[config.mk]
export PLATFORM = sky130hd
export DESIGN_NAME = tri_bus_arbiter
export DESIGN_NICKNAME = d
export VERILOG_FILES = /design/src/rtl/tri_bus_arbiter.sv
export SDC_FILE = /design/constraint.sdc
export NUM_CORES = 1
export LEC_CHECK = 0
export ABC_AREA = 1
export CORE_AREA = 2 2 39 41
export CTS_BUF_LIST = sky130_fd_sc_hd__clkbuf_4 sky130_fd_sc_hd__clkbuf_8 sky130_fd_sc_hd__clkbuf_16
export CTS_CLUSTER_SIZE = 10
export DETAILED_ROUTE_END_ITERATION = 16
export DIE_AREA = 0 0 41 43
export GPL_TIMING_DRIVEN = 0
export SLEW_MARGIN = 0
export SYNTH_ARGS = -nofsm -noshare
export SYNTH_HDL_FRONTEND = slang
export SYNTH_SLANG_ARGS = --single-unit
export TNS_END_PERCENT = 100
[constraint.sdc]
create_clock -name clk -period 2.6 [get_ports clk]
set_input_delay 0.52 -clock clk [delete_from_list [all_inputs] [get_ports clk]]
set_output_delay 0.52 -clock clk [all_outputs]
set_load 0.1 [all_outputs]
[src/rtl/tri_bus_arbiter.sv]
// Round-robin arbiter that drives the one-hot enables of several tristate drivers sharing one bus net.
// It enforces dead turnaround cycles between owners and a hold limit so that no requester starves.
module tri_bus_arbiter #(
  parameter int N_REQ      = 2,
  parameter int MAX_HOLD   = 4,
  parameter int TURNAROUND = 1,
  localparam int ID_W      = (N_REQ > 1) ? $clog2(N_REQ) : 1
) (
  input  logic             clk,
  input  logic             rst,
  input  logic [N_REQ-1:0] req,
  output logic [N_REQ-1:0] grant,
  output logic [ID_W-1:0]  owner_id,
  output logic             bus_busy,
  output logic             turn
);

  localparam int HOLD_W = (MAX_HOLD > 1) ? $clog2(MAX_HOLD) : 1;
  localparam int TURN_W = (TURNAROUND > 1) ? $clog2(TURNAROUND) : 1;

  localparam logic [1:0] ST_IDLE  = 2'd0;
  localparam logic [1:0] ST_GRANT = 2'd1;
  localparam logic [1:0] ST_TURN  = 2'd2;

  localparam logic [HOLD_W-1:0] HOLD_MAX = HOLD_W'(MAX_HOLD - 1);
  localparam logic [TURN_W-1:0] TURN_MAX = TURN_W'(TURNAROUND - 1);

  logic [1:0]        state_r;
  logic [ID_W-1:0]   rr_ptr_r;
  logic [HOLD_W-1:0] hold_cnt_r;
  logic [TURN_W-1:0] turn_cnt_r;

  logic              arb_hit_s;
  logic [ID_W-1:0]   arb_idx_s;
  logic [N_REQ-1:0]  arb_grant_s;
  int                best_dist_s;
  logic              owner_req_s;
  logic              others_s;
  logic              release_s;

  // Distance of requester idx from the slot just after ptr in round-robin order.
  function automatic int rr_dist(input int idx, input logic [ID_W-1:0] ptr);
    return (idx + 2 * N_REQ - int'(ptr) - 1) % N_REQ;
  endfunction

  // Round-robin search: closest pending requester after the last owner wins.
  always_comb begin
    arb_hit_s   = 1'b0;
    arb_idx_s   = '0;
    best_dist_s = N_REQ;
    for (int j = 0; j < N_REQ; j++) begin
      if (req[j] && (rr_dist(j, rr_ptr_r) < best_dist_s)) begin
        arb_hit_s   = 1'b1;
        arb_idx_s   = ID_W'(j);
        best_dist_s = rr_dist(j, rr_ptr_r);
      end else begin
        best_dist_s = best_dist_s;
      end
    end
    if (arb_hit_s) begin
      arb_grant_s = {{(N_REQ-1){1'b0}}, 1'b1} << arb_idx_s;
    end else begin
      arb_grant_s = '0;
    end
  end

  // Release decision for the current owner; grant is one-hot in GRANT so it masks the owner.
  always_comb begin
    owner_req_s = |(req & grant);
    others_s    = |(req & ~grant);
    release_s   = (!owner_req_s) || (others_s && (hold_cnt_r == HOLD_MAX));
  end

  // Arbiter state and registered outputs.
  always_ff @(posedge clk) begin
    if (rst) begin
      state_r    <= ST_IDLE;
      grant      <= '0;
      owner_id   <= '0;
      bus_busy   <= 1'b0;
      turn       <= 1'b0;
      rr_ptr_r   <= ID_W'(N_REQ - 1);
      hold_cnt_r <= '0;
      turn_cnt_r <= '0;
    end else begin
      case (state_r)
        ST_GRANT: begin
          if (release_s) begin
            grant      <= '0;
            bus_busy   <= 1'b0;
            turn       <= 1'b1;
            turn_cnt_r <= TURN_MAX;
            state_r    <= ST_TURN;
          end else if (hold_cnt_r != HOLD_MAX) begin
            hold_cnt_r <= hold_cnt_r + HOLD_W'(1);
          end else begin
            hold_cnt_r <= hold_cnt_r;
          end
        end
        ST_IDLE, ST_TURN: begin
          if ((state_r == ST_TURN) && (turn_cnt_r != '0)) begin
            turn_cnt_r <= turn_cnt_r - TURN_W'(1);
          end else begin
            turn       <= 1'b0;
            grant      <= arb_grant_s;
            bus_busy   <= arb_hit_s;
            hold_cnt_r <= '0;
            if (arb_hit_s) begin
              owner_id <= arb_idx_s;
              rr_ptr_r <= arb_idx_s;
              state_r  <= ST_GRANT;
            end else begin
              state_r  <= ST_IDLE;
            end
          end
        end
        default: begin
          state_r  <= ST_IDLE;
          grant    <= '0;
          bus_busy <= 1'b0;
          turn     <= 1'b0;
        end
      endcase
    end
  end

endmodule

==> summary.md, run 1 <==
| Metric | Value |
|---|---|
| Die ar. | `1760 µm²` |
| Power density over the cells | `654 nW/µm²` |
| Final setup vio count | `0` |
| Final Slew Violations | `0` |
| Total clock sinks | `9` |
| Fraction of final layout cells sized beyond drive strength 1 | `14.7%` |
| First-pass GRT wire length | `1480 µm` |
| Worst setup slack for register-to-register paths | `1.35 ns` |
| Netlist cell types | `16` |
| CTS Buffer Depth | `2` |
| Standard-cell rows | `14` |
| LEAKAGE | `0.254 nW` |
| Number of cells on the worst reg-to-reg path | `5` |
| Crit path DAT | `1.86 ns` |
| Worst IR Drop VDD | `0.287 mV` |
| Classification of the worst-slack hold path | `register to register` |
| Number of H-tree levels | `1` |
| Category of the worst setup path capture point | `primary output` |
| Horizontal die dimension | `41 µm` |
| Ordered cell list for the critical path | `clkdlybuf4s50_1` |
| Non-filler cells, final | `91` |
| Via count of the first global-routing pass | `374` |
| HPWL after detailed placement | `683 µm` |
| Clk_lat worst skew | `0.26 ns` |
| Hold violation count in the final report | `0` |
| Area of all placed cells without fillers | `566 µm²` |
| Cell at the root of the clock tree | `clkbuf_4` |
| Via density per instance | `4.77` |
| Via count | `434` |
| Terminating pin of the worst hold path | `turn_cnt_r$_SDFFE_PP0P_` |
| Worst hold stages | `2` |
| Post-CTS setup-driven buffer insertion count | `0` |
| Post-synthesis to final-layout area growth | `29.9%` |
| Die extent in y | `43 µm` |
| Warnings from Yosys | `0` |
| Placed instance area | `536 µm²` |
| Total placed cells including tap cells | `87` |
| Setup repair after global routing missed its margin | `false` |
| Buffering stage count on the worst path with inverters included | `1` |
| Utilization after layout | `40.9%` |
| Number of synthesized register bits | `9` |
| Worst Clk Skew | `0.00430 ns` |
| Slowest library cell on the worst path | `clkdlybuf4s50_1` |
| Result of the run | `complete, no violations` |
| Achievable Freq | `0.420 GHz` |
| Net total in the final layout | `81` |
| Final period demand of the worst path | `2.38 ns` |
| Beginning of the worst hold path | `turn_cnt_r$_SDFFE_PP0P_` |
| Worst setup slack before clock tree synthesis | `0.486 ns` |
| Post-Syn Nets | `68` |
| Worst Max-Slew Pin Slew | `0.971 ns` |
| Routed Antenna Nets | `0` |
| WL final | `872 µm` |
| Hold buffers post-CTS | `0` |
| Initial antenna violation count | `0` |
| Dominant delay contributor by cell family on the critical path | `buffers and inverters` |
| DRC marker count from the first detailed-route iteration | `11` |
| Setup Crit Path Kind | `register to primary output` |
| Number of instances in the synthesized netlist | `63` |
| Count of buffers inserted at the top-level ports | `8` |
| Congestion Overflow GR | `0` |
| Max Fanout on Critical Path | `6` |
| RR Startpoint | `hold_cnt_r[0]$_SDFFE_PP0P_` |
| Gp weighted congestion | `0.721` |
| Req. time, crit path | `2.08 ns` |
| Cell area after synthesis | `435 µm²` |
| Worst-path clk slew | `0.06 ns` |
| Number of cells upsized or downsized after cts | `0` |
| Cts bufs inserted | `3` |
| Per-cell routed wire length | `9.58 µm` |
| Detailed Routing Iterations Pass 1 | `4` |
| Clock tree from TritonCTS | `yes` |
| Total DRC errors in the routed layout | `0` |
| Number of top-level pins | `9` |
| Effective utilization at floorplan | `31.5%` |
| Post-route fraction of the period consumed by the critical path | `91.5%` |
| Crit start category | `register` |
| Critical path's largest stage delay | `1.17 ns` |
| Largest net degree at the start of global routing | `8` |
| Final sum of negative setup slack | `0 ns` |
| Max-cap check violation count | `0` |
| Setup slack after layout | `0.222 ns` |
| End of the worst register-to-register path | `hold_cnt_r[0]$_SDFFE_PP0P_` |
| Antenna diodes | `0` |
| Area of the placeable core | `1380 µm²` |
| Relative slew slack | `35.1%` |
| Sequential element share of the synthesized area | `41.4%` |
| Average cell area after synthesis | `6.91 µm²` |
| GR Util All Layers | `12.2%` |
cells in the mapped netlist (all sizes together):
| master | n | area [µm²] |
|---|---|---|
| inv | 5 | 18.8 |
| clkinv | 1 | 3.75 |
| nand3 | 8 | 45.0 |
| ha | 1 | 12.5 |
| nor2 | 6 | 25.0 |
| o21ai | 2 | 13.8 |
| nand2 | 23 | 93.8 |
| or2 | 1 | 6.26 |
| nand4 | 1 | 6.26 |
| a21oi | 6 | 30.0 |
| dfxtp | 9 | 180 |
layer usage:
layer	up-vias	routed length [µm]	global-route usage, %
met4	0	12	8.00
li1	229	-	-
met5	-	0	0
met3	2	26	1.57
met2	7	415	17.8
met1	196	417	16.0
sequential cells by signal (all words and copies together), names as in the netlist:
| register | flops |
|---|---|
| turn_cnt_r | 1 |
| rr_ptr_r | 1 |
| turn | 1 |
| grant | 2 |
| owner_id | 1 |
| hold_cnt_r | 2 |
| state_r | 1 |
where the power goes:
part / total, mW / switching [mW] / leakage (nW) / internal (mW)
combinational: 0.0952 / 0.0668 / 0.162 / 0.0285
clock: 0.118 / 0.0487 / 0.0184 / 0.0696
sequential: 0.156 / 0.00831 / 0.0740 / 0.148
total: 0.370 / 0.124 / 0.254 / 0.246
cells by family (layout without fill, tap and decap cells):
kind of cell	Yosys count	after routing	share of synthesized area (%)
DFF	9	9	41.4
adders and majority gates	1	1	2.87
buffers and inverters	6	18	5.17
and+or+nand+nor	39	39	40.5
AOI/OAI and AO/OA	8	8	10.1
stage by stage:
| stage | hold slack, ns | total power [mW] |
|---|---|---|
| 6_report | 0.463 | 0.370 |
| 4_1_cts | 0.462 | 0.375 |
| 5_1_grt | 0.487 | 0.394 |
| 2_1_floorplan | 0.430 | 0.231 |
| 3_5_place_dp | 0.447 | 0.256 |
| 3_3_place_gp | 0.443 | 0.254 |
cell type report:
type | count | area, µm²
Multi-Input combinational cell | 48 | 233
Clock buffer | 4 | 30.0
Fill cell | 153 | 818
Tap cell | 16 | 20.0
Inverter | 6 | 22.5
Timing Repair Buffer | 8 | 80.1
Sequential cell | 9 | 180
layout by cell type (no fill, tap or decap), types with 2 or more instances in the layout:
master	instances
nand2_1	22
dfxtp_1	9
clkdlybuf4s50_1	8
nand3_1	7
a21oi_1	6
nor2_1	5
clkbuf_4	4
inv_1	3
inv_2	2
worst max path at each step:
stage / start / end / slack, ns / cells after the start
CTS: state_r[0]$_SDFFE_PP0P_ / bus_busy / 0.20 / 1
finish: state_r[0]$_SDFFE_PP0P_ / bus_busy / 0.22 / 1
global placement: state_r[0]$_SDFFE_PP0P_ / bus_busy / 0.49 / 1
detailed placement: state_r[0]$_SDFFE_PP0P_ / bus_busy / 0.49 / 1
global route: state_r[0]$_SDFFE_PP0P_ / bus_busy / 0.16 / 1
floorplan: state_r[0]$_SDFFE_PP0P_ / hold_cnt_r[0]$_SDFFE_PP0P_ / 0.80 / 7
No activity file was read; power rests on OpenSTA's default activity.
==> run 2: changes to the inputs <==
--- a/config.mk
+++ b/config.mk
@@ -6,12 +6,14 @@
 export NUM_CORES = 1
 export LEC_CHECK = 0
 export ABC_AREA = 1
+export CAP_MARGIN = 20
 export CORE_AREA = 2 2 39 41
 export CTS_BUF_LIST = sky130_fd_sc_hd__clkbuf_4 sky130_fd_sc_hd__clkbuf_8 sky130_fd_sc_hd__clkbuf_16
 export CTS_CLUSTER_SIZE = 10
 export DETAILED_ROUTE_END_ITERATION = 16
 export DIE_AREA = 0 0 41 43
 export GPL_TIMING_DRIVEN = 0
+export RECOVER_POWER = 100
 export SLEW_MARGIN = 0
 export SYNTH_ARGS = -nofsm -noshare
 export SYNTH_HDL_FRONTEND = slang
==> run 2 against run 1 <==
Via count stayed put. First-iteration DRC count stayed put. Routed wire length is 0.46% higher. Maximum frequency is 2.4% lower. Hold slack better by 0.0024 ns.
==> summary.md, run 2 (synthesis gave the netlist of run 1 again) <==
| Metric | Value |
|---|---|
| Req. time, crit path | `2.08 ns (about the same)` |
| Final period demand of the worst path | `2.44 ns (+0.0581 ns)` |
| Antenna diodes | `0 (unchanged)` |
| Gp weighted congestion | `0.721 (unchanged)` |
| Ordered cell list for the critical path | `dlygate4sd3_1` |
| Number of top-level pins | `9 (unchanged)` |
| Clk_lat worst skew | `0.26 ns (about the same)` |
| LEAKAGE | `0.265 nW (+4.3%)` |
| Hold violation count in the final report | `0 (unchanged)` |
| Congestion Overflow GR | `0 (unchanged)` |
| Via count of the first global-routing pass | `374 (unchanged)` |
| Clock share of power | `32.5% (+0.5 points)` |
| Buffering stage count on the worst path with inverters included | `1 (unchanged)` |
| Routed Antenna Nets | `0 (unchanged)` |
| Worst setup slack before clock tree synthesis | `0.486 ns (unchanged)` |
| Clock tree from TritonCTS | `yes` |
| Net switching power | `0.122 mW (-1.6%)` |
| Achievable Freq | `0.410 GHz (-2.4%)` |
| End of the worst register-to-register path | `hold_cnt_r[0]$_SDFFE_PP0P_` |
| Net total in the final layout | `81 (unchanged)` |
| Cts bufs inserted | `3 (unchanged)` |
| Internal power | `0.242 mW (-1.5%)` |
| GR Util All Layers | `12.2% (unchanged)` |
| Horizontal die dimension | `41 µm (unchanged)` |
| Final Slew Violations | `0 (unchanged)` |
| CTS Buffer Depth | `2 (unchanged)` |
| Largest net degree at the start of global routing | `8 (unchanged)` |
| Area of the placeable core | `1380 µm² (unchanged)` |
| Crit path DAT | `1.92 ns (+0.06 ns)` |
| Switching Fraction | `33.5% (about the same)` |
| Final-layout worst hold slack | `0.466 ns (+0.00241 ns)` |
| Slowest library cell on the worst path | `dlygate4sd3_1` |
| Combinational fraction of design power | `24.7% (-1.1 points)` |
| Worst IR Drop VDD | `0.287 mV (-0.12%)` |
| DR WL met3 | `25 µm (-3.8%)` |
| Beginning of the worst hold path | `turn_cnt_r$_SDFFE_PP0P_` |
| Category of the worst setup path capture point | `primary output` |
| Filler instances | `156 (+2.0%)` |
| Via density per instance | `4.77 (unchanged)` |
| Standard-cell rows | `14 (unchanged)` |
| Per-cell routed wire length | `9.63 µm (+0.46%)` |
| Final sum of negative setup slack | `0 ns (unchanged)` |
| Number of H-tree levels | `1 (unchanged)` |
| Setup repair after global routing missed its margin | `false` |
| Number of cells on the worst reg-to-reg path | `7 (+2)` |
| Via count | `434 (unchanged)` |
| Classification of the worst-slack hold path | `register to register` |
| Post-CTS setup-driven buffer insertion count | `0 (unchanged)` |
| WL final | `876 µm (+0.46%)` |
| Detail Route met2 WL | `415 µm (unchanged)` |
| Relative slew slack | `34.4% (-0.68 points)` |
| Uppermost metal layer occupied by signal nets | `met4` |
| Fraction of final layout cells sized beyond drive strength 1 | `9.33% (-5.3 points)` |
| Met1 routed wirelength after detailed routing | `422 µm (+1.2%)` |
| Total power | `0.364 mW (-1.5%)` |
| Die extent in y | `43 µm (unchanged)` |
| Worst Clk Skew | `0.00439 ns (+0.0000885 ns)` |
| Crit start category | `register` |
| Setup slack after layout | `0.163 ns (-0.0581 ns)` |
| Max-cap check violation count | `0 (unchanged)` |
| Worst-path clk slew | `0.06 ns (about the same)` |
| Most frequent cells in the layout | `23 x nand2_1, 9 x dfxtp_1, 8 x nand3_1` |
| Hold buffers post-CTS | `0 (unchanged)` |
| First-pass GRT wire length | `1480 µm (unchanged)` |
| Critical path's largest stage delay | `1.23 ns (+0.06 ns)` |
| Leading cell type in the layout, fill and taps excluded | `nand2_1` |
| HPWL after detailed placement | `683 µm (unchanged)` |
| Count of buffers inserted at the top-level ports | `8 (unchanged)` |
| Result of the run | `complete, no violations` |
| Worst hold stages | `2 (unchanged)` |
| Sequential power share | `42.8% (+0.6 points)` |
| RR Startpoint | `state_r[0]$_SDFFE_PP0P_` |
| Detailed Routing Iterations Pass 1 | `4 (unchanged)` |
| DRC marker count from the first detailed-route iteration | `11 (unchanged)` |
| Final setup vio count | `0 (unchanged)` |
| Cell at the root of the clock tree | `clkbuf_4` |
| Initial antenna violation count | `0 (unchanged)` |
| Total clock sinks | `9 (unchanged)` |
| Effective utilization at floorplan | `31.5% (unchanged)` |
| Die ar. | `1760 µm² (unchanged)` |
| Non-filler cells, final | `91 (unchanged)` |
| Dominant delay contributor by cell family on the critical path | `buffers and inverters` |
| Total DRC errors in the routed layout | `0 (unchanged)` |
| Max Fanout on Critical Path | `6 (unchanged)` |
| Total placed cells including tap cells | `87 (unchanged)` |
| Post-synthesis to final-layout area growth | `26.1%` |
| Worst setup slack for register-to-register paths | `1.30 ns (-0.05 ns)` |
| Post-route fraction of the period consumed by the critical path | `93.7% (+2.2 points)` |
| Terminating pin of the worst hold path | `turn_cnt_r$_SDFFE_PP0P_` |
| Worst Max-Slew Pin Slew | `0.981 ns (+0.00995 ns)` |
| Number of cells upsized or downsized after cts | `0 (unchanged)` |
| Power density over the cells | `663 nW/µm² (+1.4%)` |
| Setup Crit Path Kind | `register to primary output` |
| Registers with the highest flip-flop counts | `grant: 2 flops, hold_cnt_r: 2 flops` |
[run 2: changes by cell type in the layout (fill, tap and decap cells not counted), sizes merged]
cell	change
clkdlybuf4s50	-6
dlygate4sd3	+6
[run 2: how the worst max path moves through the flow]
stage / slack (ns) / depth (start not counted) / to / from
3_3_place_gp: 0.49 / 1 / bus_busy / state_r[0]$_SDFFE_PP0P_
4_1_cts: 0.20 / 1 / bus_busy / state_r[0]$_SDFFE_PP0P_
3_5_place_dp: 0.49 / 1 / bus_busy / state_r[0]$_SDFFE_PP0P_
2_1_floorplan: 0.80 / 7 / hold_cnt_r[0]$_SDFFE_PP0P_ / state_r[0]$_SDFFE_PP0P_
5_1_grt: 0.11 / 1 / bus_busy / state_r[0]$_SDFFE_PP0P_
6_report: 0.16 / 1 / bus_busy / state_r[0]$_SDFFE_PP0P_
[run 2: power groups by stage]
| stage | Sequential [mW] | Combinational, mW | Clock (mW) |
|---|---|---|---|
| 2_1_floorplan | 0.196 | 0.0347 | 0 |
| 5_1_grt | 0.158 | 0.0983 | 0.132 |
| 3_5_place_dp | 0.160 | 0.0962 | 0 |
| 3_3_place_gp | 0.159 | 0.0946 | 0 |
| 4_1_cts | 0.156 | 0.0966 | 0.122 |
| 6_report | 0.156 | 0.0897 | 0.118 |
[run 2: metal layers]
layer  vias to the layer above  global-route usage, %
met1                       196                   16.0
li1                        229                      -
met4                         0                   8.00
met3                         2                   1.57
met5                         -                      0
met2                         7                   17.8
[run 2: metrics by stage]
stage / cell area (µm²) / utilization [%]
finish: 549 / 39.7
global route: 549 / 39.7
CTS: 566 / 40.9
detailed placement: 536 / 38.7
global placement: 536 / 38.7
floorplan: 435 / -
[run 2: area by class of cell]
type,instances,area (µm²),share of cell area (%)
Timing Repair Buffer,8,80.1,14.6
Tap cell,16,20.0,3.64
Sequential cell,9,180,32.8
Clock buffer,4,30.0,5.47
Inverter,6,22.5,4.10
Multi-Input combinational cell,48,216,39.4
==> run 3: changes to the inputs <==
--- a/config.mk
+++ b/config.mk
@@ -7,11 +7,11 @@
 export LEC_CHECK = 0
 export ABC_AREA = 1
 export CAP_MARGIN = 20
-export CORE_AREA = 2 2 39 41
+export CORE_AREA = 5 5 42 44
 export CTS_BUF_LIST = sky130_fd_sc_hd__clkbuf_4 sky130_fd_sc_hd__clkbuf_8 sky130_fd_sc_hd__clkbuf_16
 export CTS_CLUSTER_SIZE = 10
 export DETAILED_ROUTE_END_ITERATION = 16
-export DIE_AREA = 0 0 41 43
+export DIE_AREA = 0 0 47 49
 export GPL_TIMING_DRIVEN = 0
 export RECOVER_POWER = 100
 export SLEW_MARGIN = 0
==> run 3 against run 2 <==
Sequential cell count unchanged. Critical path depth stayed put. Routed wire length decreased by 2.6%. Largest cell class unchanged. Total power is 0.88% lower. Largest power group unchanged. Cell count did not move. Maximum frequency up 0.24%. Highest routed layer is now met3. Die area up 31%. Clock-buffer cell count did not move.
==> summary.md, run 3 (synthesis gave the netlist of run 1 again) <==
| Metric | Value |
|---|---|
| Final period demand of the worst path | `2.43 ns (-0.00572 ns)` |
| HPWL after detailed placement | `684 µm (+0.19%)` |
| Antenna diodes | `0 (unchanged)` |
| Largest net degree at the start of global routing | `8 (unchanged)` |
| Clk_lat worst skew | `0.25 ns (about the same)` |
| Total clock sinks | `9 (unchanged)` |
| Setup Crit Path Kind | `register to primary output` |
| Achievable Freq | `0.411 GHz (+0.24%)` |
| Horizontal die dimension | `47 µm (+15%)` |
| WL final | `853 µm (-2.6%)` |
| First-pass GRT wire length | `1410 µm (-5.1%)` |
| Total placed cells including tap cells | `87 (unchanged)` |
| Placed instance area | `536 µm² (unchanged)` |
| Per-cell routed wire length | `9.37 µm (-2.6%)` |
| Number of cells on the worst reg-to-reg path | `7 (unchanged)` |
| Fraction of final layout cells sized beyond drive strength 1 | `12.0% (+2.7 points)` |
| Classification of the worst-slack hold path | `register to register` |
| Hold violation count in the final report | `0 (unchanged)` |
| Crit path DAT | `1.91 ns (about the same)` |
| Post-CTS setup-driven buffer insertion count | `0 (unchanged)` |
| Area of the placeable core | `1400 µm² (+1.3%)` |
| Total DRC errors in the routed layout | `0 (unchanged)` |
| Setup slack after layout | `0.169 ns (+0.00573 ns)` |
| Max-cap check violation count | `0 (unchanged)` |
| Cell at the root of the clock tree | `clkbuf_4` |
| Effective utilization at floorplan | `31.1% (-0.39 points)` |
| Count of buffers inserted at the top-level ports | `8 (unchanged)` |
| Gp weighted congestion | `0.687 (-4.7%)` |
| Result of the run | `complete, no violations` |
| Number of H-tree levels | `1 (unchanged)` |
| Via count | `404 (-6.9%)` |
| Worst IR Drop VDD | `0.316 mV (+10%)` |
| Worst Max-Slew Pin Slew | `0.980 ns (-0.000921 ns)` |
| Standard-cell rows | `14 (unchanged)` |
| Final Slew Violations | `0 (unchanged)` |
| Utilization after layout | `39.5% (-0.23 points)` |
| Area of all placed cells without fillers | `553 µm² (+0.68%)` |
| Ordered cell list for the critical path | `dlygate4sd3_1` |
| Total power | `0.361 mW (-0.88%)` |
| LEAKAGE | `0.266 nW (+0.27%)` |
| Worst hold stages | `2 (unchanged)` |
| Non-filler cells, final | `91 (unchanged)` |
| Final-layout worst hold slack | `0.461 ns (-0.00470 ns)` |
| Clock tree from TritonCTS | `yes` |
| Number of stages on the worst setup path | `1 (unchanged)` |
| Final setup vio count | `0 (unchanged)` |
| Post-synthesis to final-layout area growth | `27.0%` |
| Congestion Overflow GR | `0 (unchanged)` |
| Post-route fraction of the period consumed by the critical path | `93.5% (-0.22 points)` |
| Critical path's largest stage delay | `1.24 ns (about the same)` |
| GR Util All Layers | `8.47% (-3.7 points)` |
| Cts bufs inserted | `3 (unchanged)` |
| Worst-path clk slew | `0.06 ns (about the same)` |
| Buffering stage count on the worst path with inverters included | `1 (unchanged)` |
| Category of the worst setup path capture point | `primary output` |
| Worst Clk Skew | `0.000581 ns (-0.00381 ns)` |
| Worst setup slack before clock tree synthesis | `0.490 ns (+0.00440 ns)` |
| Relative slew slack | `34.4% (+0.062 points)` |
| Routed Antenna Nets | `0 (unchanged)` |
| Filler instances | `165 (+5.8%)` |
| Crit start category | `register` |
| Power density over the cells | `652 nW/µm² (-1.6%)` |
| Final sum of negative setup slack | `0 ns (unchanged)` |
| Die ar. | `2300 µm² (+31%)` |
| Most frequent cells in the layout | `23 x nand2_1, 9 x dfxtp_1, 8 x nand3_1` |
| Registers with the highest flip-flop counts | `grant: 2 flops, hold_cnt_r: 2 flops` |
| Dominant delay contributor by cell family on the critical path | `buffers and inverters` |
| Hold buffers post-CTS | `0 (unchanged)` |
| Req. time, crit path | `2.08 ns (about the same)` |
| Number of cells upsized or downsized after cts | `0 (unchanged)` |
| Initial antenna violation count | `0 (unchanged)` |
| Net total in the final layout | `81 (unchanged)` |
| Detailed Routing Iterations Pass 1 | `2 (-2)` |
| Leading cell type in the layout, fill and taps excluded | `nand2_1` |
| CTS Buffer Depth | `2 (unchanged)` |
| Die extent in y | `49 µm (+14%)` |
| Slowest library cell on the worst path | `dlygate4sd3_1` |
| Via density per instance | `4.44 (-6.9%)` |
| DRC marker count from the first detailed-route iteration | `6 (-5)` |
| Setup repair after global routing missed its margin | `false` |
| Number of top-level pins | `9 (unchanged)` |
| Max Fanout on Critical Path | `6 (unchanged)` |
| Via count of the first global-routing pass | `334 (-11%)` |
## run 3: cell counts in the layout (fill, tap and decap cells not counted)
Identical to the previous run, type by type.
## run 3: area by class of cell
cell class              instances  area, µm²  area share (%)
repair buffers                  8       80.1            14.5
multi-input cells              48        220            39.8
flip-flops and latches          9        180            32.6
well taps                      16       20.0            3.62
clock buffers                   4       30.0            5.43
inverters                       6       22.5            4.07
## run 3: per-layer routing
metal,global-route usage (%),vias up,share of wire [%]
li1,-,229,-
met1,10.6,172,49
met2,12.2,3,47
met3,3.32,0,3.6
met4,4.15,0,0
met5,0,-,0
## run 3: power by group
part | switching (mW) | total [mW] | leakage (nW) | internal [mW]
sequential | 0.00839 | 0.156 | 0.0740 | 0.148
combinational | 0.0650 | 0.0902 | 0.174 | 0.0252
clock | 0.0450 | 0.114 | 0.0184 | 0.0693
## run 3: final timing paths
check                                to                     from  slack [ns]
max reg2reg  hold_cnt_r[1]$_SDFFE_PP0P_  state_r[0]$_SDFFE_PP0P_        1.35
max                            bus_busy  state_r[0]$_SDFFE_PP0P_        0.17
min             turn_cnt_r$_SDFFE_PP0P_  turn_cnt_r$_SDFFE_PP0P_        0.46
min reg2reg     turn_cnt_r$_SDFFE_PP0P_  turn_cnt_r$_SDFFE_PP0P_        0.46
